--- src/rtl/beep_sfx_seq.sv ---
// rtl/beep_sfx_seq.sv - priority-arbitrated multi-note sound-effect sequencer for the game beeper
//
// Plays one of NUM_FX fixed note tables (up, down, score, game over) as a square wave.
// A higher or equal effect ID preempts or restarts the current effect. A lower ID waits in
// a single pending slot, and the last such request wins.
//
// Ports:
//   clk        system clock
//   rst        synchronous active-high reset
//   enable     game-active gate; low clears everything like a reset
//   trig       one-cycle effect request, with fx_id the requested effect
//   busy       an effect is playing
//   active_id  ID of the playing effect
//   note_idx   index of the current note
//   done       one-cycle pulse when an effect ends with nothing pending
//   beep       registered square-wave drive to the beeper
module beep_sfx_seq #(
    parameter int NOTE_TICKS   = 2500000,
    parameter int MAX_NOTES    = 8,
    parameter int NUM_FX       = 4,
    parameter int PERIOD_W     = 20,
    parameter int PERIOD_SHIFT = 0,
    localparam int FX_W        = (NUM_FX > 1) ? $clog2(NUM_FX) : 1,
    localparam int IDX_W       = (MAX_NOTES > 1) ? $clog2(MAX_NOTES) : 1
) (
    input  logic             clk,
    input  logic             rst,
    input  logic             enable,
    input  logic             trig,
    input  logic [FX_W-1:0]  fx_id,
    output logic             busy,
    output logic [FX_W-1:0]  active_id,
    output logic [IDX_W-1:0] note_idx,
    output logic             done,
    output logic             beep
);

    localparam int CNT_W = ($clog2(NOTE_TICKS) > 24) ? $clog2(NOTE_TICKS) : 24;
    localparam logic [CNT_W-1:0] LAST_TICK = CNT_W'(NOTE_TICKS - 1);

    typedef enum logic {IDLE, PLAY} state_t;

    // Unshifted tone period in clock cycles. A value of 0 is a rest. IDs beyond the table play FX0.
    function automatic logic [31:0] raw_period(input logic [FX_W-1:0] id, input logic [IDX_W-1:0] idx);
        int fx;
        int n;
        fx = (int'(id) < 4) ? int'(id) : 0;
        n  = int'(idx);
        case (fx)
            0: case (n)
                   0: return 32'd190835;
                   1: return 32'd151745;
                   2: return 32'd127551;
                   3: return 32'd95420;
                   default: return 32'd0;
               endcase
            1: case (n)
                   0: return 32'd255102;
                   1: return 32'd303030;
                   2: return 32'd381679;
                   3: return 32'd454545;
                   default: return 32'd0;
               endcase
            2: case (n)
                   0: return 32'd95420;
                   1: return 32'd127551;
                   2: return 32'd95420;
                   default: return 32'd0;
               endcase
            default: case (n)
                   0: return 32'd255102;
                   1: return 32'd0;
                   2: return 32'd303030;
                   3: return 32'd0;
                   4: return 32'd381679;
                   default: return 32'd454545;
               endcase
        endcase
    endfunction

    function automatic logic [IDX_W-1:0] last_idx(input logic [FX_W-1:0] id);
        int fx;
        fx = (int'(id) < 4) ? int'(id) : 0;
        case (fx)
            0, 1:    return IDX_W'(3);
            2:       return IDX_W'(2);
            default: return IDX_W'(7);
        endcase
    endfunction

    state_t            state_q;
    logic [FX_W-1:0]   active_q;
    logic [IDX_W-1:0]  idx_q;
    logic [CNT_W-1:0]  cnt_q;
    logic [PERIOD_W-1:0] phase_q;
    logic              pend_valid_q;
    logic [FX_W-1:0]   pend_id_q;
    logic              done_q;
    logic              beep_q;

    logic [PERIOD_W-1:0] cur_period;
    logic              last_tick;
    logic              last_note;
    logic              take_trig;

    assign cur_period = PERIOD_W'(raw_period(active_q, idx_q) >> PERIOD_SHIFT);
    assign last_tick  = (cnt_q == LAST_TICK);
    assign last_note  = (idx_q == last_idx(active_q));
    // Preempt or restart: the new request outranks or equals the playing effect.
    assign take_trig  = trig && (fx_id >= active_q);

    always_ff @(posedge clk) begin
        if (rst || !enable) begin
            state_q      <= IDLE;
            active_q     <= '0;
            idx_q        <= '0;
            cnt_q        <= '0;
            phase_q      <= '0;
            pend_valid_q <= 1'b0;
            pend_id_q    <= '0;
            done_q       <= 1'b0;
            beep_q       <= 1'b0;
        end else begin
            done_q <= 1'b0;
            beep_q <= (state_q == PLAY) && (cur_period != '0) && (phase_q >= (cur_period >> 1));
            case (state_q)
                IDLE: begin
                    if (trig) begin
                        state_q  <= PLAY;
                        active_q <= fx_id;
                        idx_q    <= '0;
                        cnt_q    <= '0;
                        phase_q  <= '0;
                    end
                end
                PLAY: begin
                    if (take_trig) begin
                        active_q <= fx_id;
                        idx_q    <= '0;
                        cnt_q    <= '0;
                        phase_q  <= '0;
                    end else begin
                        if (trig) begin
                            pend_valid_q <= 1'b1;
                            pend_id_q    <= fx_id;
                        end
                        if (last_tick) begin
                            cnt_q   <= '0;
                            phase_q <= '0;
                            if (!last_note) begin
                                idx_q <= idx_q + IDX_W'(1);
                            end else if (trig) begin
                                // A lower request arriving on the final tick goes straight through the pending slot.
                                active_q     <= fx_id;
                                idx_q        <= '0;
                                pend_valid_q <= 1'b0;
                            end else if (pend_valid_q) begin
                                active_q     <= pend_id_q;
                                idx_q        <= '0;
                                pend_valid_q <= 1'b0;
                            end else begin
                                state_q  <= IDLE;
                                active_q <= '0;
                                idx_q    <= '0;
                                done_q   <= 1'b1;
                            end
                        end else begin
                            cnt_q <= cnt_q + CNT_W'(1);
                            if (cur_period == '0 || phase_q == cur_period - PERIOD_W'(1)) begin
                                phase_q <= '0;
                            end else begin
                                phase_q <= phase_q + PERIOD_W'(1);
                            end
                        end
                    end
                end
                default: state_q <= IDLE;
            endcase
        end
    end

    assign busy      = (state_q == PLAY);
    assign active_id = active_q;
    assign note_idx  = idx_q;
    assign done      = done_q;
    assign beep      = beep_q;

endmodule

--- config.mk ---
export PLATFORM = sky130hd
export DESIGN_NAME = beep_sfx_seq
export DESIGN_NICKNAME = d
export VERILOG_FILES = /design/src/rtl/beep_sfx_seq.sv
export SDC_FILE = /design/constraint.sdc
export NUM_CORES = 1
export LEC_CHECK = 0
export CORE_ASPECT_RATIO = 1.5
export CORE_UTILIZATION = 50
export DETAILED_ROUTE_END_ITERATION = 10
export PLACE_DENSITY = 0.67
export REMOVE_ABC_BUFFERS = 1
export SLEW_MARGIN = 15
export SYNTH_ARGS = -nofsm -noshare
export SYNTH_HDL_FRONTEND = slang
export SYNTH_SLANG_ARGS = --single-unit
--- constraint.sdc ---
create_clock -name clk -period 5.45 [get_ports clk]
set_input_delay 1.635 -clock clk [delete_from_list [all_inputs] [get_ports clk]]
set_output_delay 1.635 -clock clk [all_outputs]
set_load 0.005 [all_outputs]
==> flow_summary.json <==
{
  "p_total_mw": 0.861,
  "slew_viol_final": 0,
  "fin_setup_tns_ps": 0,
  "nFillCells": 784,
  "r2r_end": "phase_q[15]",
  "gr-total-overflow": 0,
  "initial_utilization_pct": 51.6,
  "period_minus_slack_ps": 4480,
  "hold_buffers": 0,
  "drt_iter0_markers": 282,
  "path_cells": "nand2_2, or3_1, nand2_1, ha_1, inv_1, o22ai_1, and4_1, nand3_1, nor4_1, o2111ai_1, o41ai_4, buf_4, nor3_1, a211o_1",
  "clkPwrFrac_pct": 39.3,
  "hold_violations": 0,
  "via_per_inst": 6.06,
  "synth_seq_cells": 55,
  "wl_met3_um": 388,
  "grt_pass1_vias": 3602,
  "cts_buffer_depth": 2,
  "drive_gt1_share_pct": 5.74,
  "dominantRegCellSynth": "dfxtp_1",
  "max_freq_mhz": 223,
  "grtUsageTotal_pct": 23.7,
  "async_flop_share_pct": 0,
  "period_share_pct": 82.3,
  "wl_met1_um": 4130,
  "n_antenna_cell": 0,
  "routedWlPerCell_um": 15.5,
  "ant_nets": 0,
  "fin_worst_skew_ps": 8.37,
  "worstSetupPathType": "register to register",
  "io_buffers": 13,
  "grt_max_degree": 33,
  "die_w_um": 76.5,
  "ys_types": 73,
  "r2r_start": "active_id[1]",
  "cts-resized-gates": 0,
  "cts_tree": "built",
  "fp.coreArea_mm2": 0.00806,
  "dr_wl_met2_um": 4850,
  "fp-row-count": 40,
  "cts_htree_levels": 2,
  "yosysSeqAreaShare_pct": 26.5,
  "rsz0062_at_grt": "no",
  "holdPathStages": 2,
  "hold_class": "register to register",
  "vias": 3805,
  "maxCapViolCount": 0,
  "leakage_nw": 1.81,
  "p_per_area_mw_per_mm2": 192,
  "ys_warn_count": 0,
  "top_layer_used": "met4",
  "critPathArrivalTime_ps": 4680,
  "r2r_slack_ps": 970,
  "avgSynthCellArea_um2": 7.94,
  "peakVddDrop_uv": 144,
  "cp_slowest_cell": "dfxtp_1",
  "worstMarginPinSlew_ps": 924,
  "first_pass_iters": 5,
  "synth_area_mm2": 0.00416,
  "setup_viol": 0,
  "required_ps": 5650,
  "drc": 0,
  "status": "completed",
  "grt_pass1_wl_um": 16600,
  "start_kind": "register",
  "fin_nets": 556,
  "power_frac_comb_pct": 13.0,
  "io_pins": 14,
  "area_growth_pct": 7.64,
  "worst_path_largest_cell_delay_ps": 920,
  "routed_wl_um": 9770,
  "clock_sinks": 55,
  "die_h_um": 114,
  "postCtsSetupRepairBufs": 0,
  "final_cell_mix": "nor2_1 (55), dfxtp_1 (55), nand2_1 (43)",
  "whs_ps": 514,
  "antenna_found_initial": 0,
  "synthCells": 524,
  "synth_edf_count": 0,
  "p_int_mw": 0.625,
  "fp.dieArea_mm2": 0.00869,
  "switchingPower_mw": 0.236,
  "cts_buffers": 5,
  "critPathLaunch": "active_id[1]",
  "seqPwrFrac_pct": 47.7,
  "min-delay-start": "pend_id_q[1]",
  "hpwl_um": 7320,
  "place_congestion": 0.933,
  "holdPathEnd": "pend_id_q[1]",
  "crit_fanout": 32,
  "clkSlewWorstSetupHoldPaths_ps": 70,
  "cp-end-kind": "register",
  "reg2regPathDepth": 14,
  "timing.slew.headroom_pct": 38.3,
  "clock_latency_ps": 310,
  "cts_root_buf": "clkbuf_16",
  "sw_frac_of_total_pct": 27.4
}
-- layout make-up --
type                    count  area [um2]  area share, %
clock inverters             3        27.5          0.615
flip-flops and latches     55        1100           24.6
clock buffers               5         125           2.79
repair buffers             16         153           3.41
well taps                 105         131           2.93
multi-input cells         422        2860           63.8
inverters                  22        82.6           1.84
-- power by group through the flow --
stage	Sequential [mW]	Clock, mW	Combinational (mW)
6_report	0.411	0.338	0.112
5_1_grt	0.411	0.362	0.124
4_1_cts	0.410	0.346	0.112
3_5_place_dp	0.420	0	0.111
3_3_place_gp	0.420	0	0.109
2_1_floorplan	0.418	0	0.0810
-- critical path, delay by kind of cell, from the launching register on --
kind                       cells  cell delay (ps)
DFF                            1              920
and+or+nand+nor                7             1890
buffers and inverters          2              420
adders and majority gates      1              210
AOI/OAI and AO/OA              4              920
-- flip-flops by register name (all words and copies together) (netlist names) --
register      count
pend_valid_q      1
done              1
busy              1
phase_q          20
beep              1
active_id         2
pend_id_q         2
cnt_q            24
note_idx          3
-- how the worst max path moves through the flow --
stage	depth (start not counted)	slack [ps]	to
after detailed placement	12	1050	phase_q[2]
after global placement	12	1100	phase_q[2]
final	14	970	phase_q[15]
after CTS	14	1050	phase_q[15]
after global routing	14	680	phase_q[15]
after floorplan	14	1190	phase_q[6]
-- layer usage --
metal  GRT usage, %  vias up
met2           41.9       80
met3           3.68       22
met5              0        -
met1           27.1     1811
met4           12.9        0
li1               -     1892
-- cell usage after synthesis (16+ instances only) --
cell type | n | area [um2]
nand2_1 | 43 | 161
nor2_1 | 55 | 206
a21o_1 | 19 | 143
xnor2_1 | 18 | 158
dfxtp_1 | 55 | 1100
nor3_1 | 19 | 95.1
xor2_1 | 24 | 210
a21oi_1 | 20 | 100
ha_1 | 28 | 350
nand3_1 | 16 | 80.1
inv_1 | 20 | 75.1
and3_1 | 18 | 113
-- through the flow --
step | area (um2) | cells | utilization, % | worst slack [ps]
after floorplan | 4040 | 499 | - | 1190
after global placement | 4320 | 620 | 53.7 | 1100
after detailed placement | 4320 | 620 | 53.7 | 1050
after CTS | 4480 | 628 | 55.6 | 1050
after global routing | 4480 | 628 | 55.6 | 677
final | 4480 | 628 | 55.6 | 967
-- cells by family after synthesis --
logic type | synth area share [%]
xor gates and xnor gates | 8.84
muxes | 0.963
adders and majority gates | 8.66
AOI/OAI and AO/OA | 21.8
and+or+nand+nor | 28.4
buffers and inverters | 4.84
DFF | 26.5
Note: power is estimated with default switching activity, not from simulation.
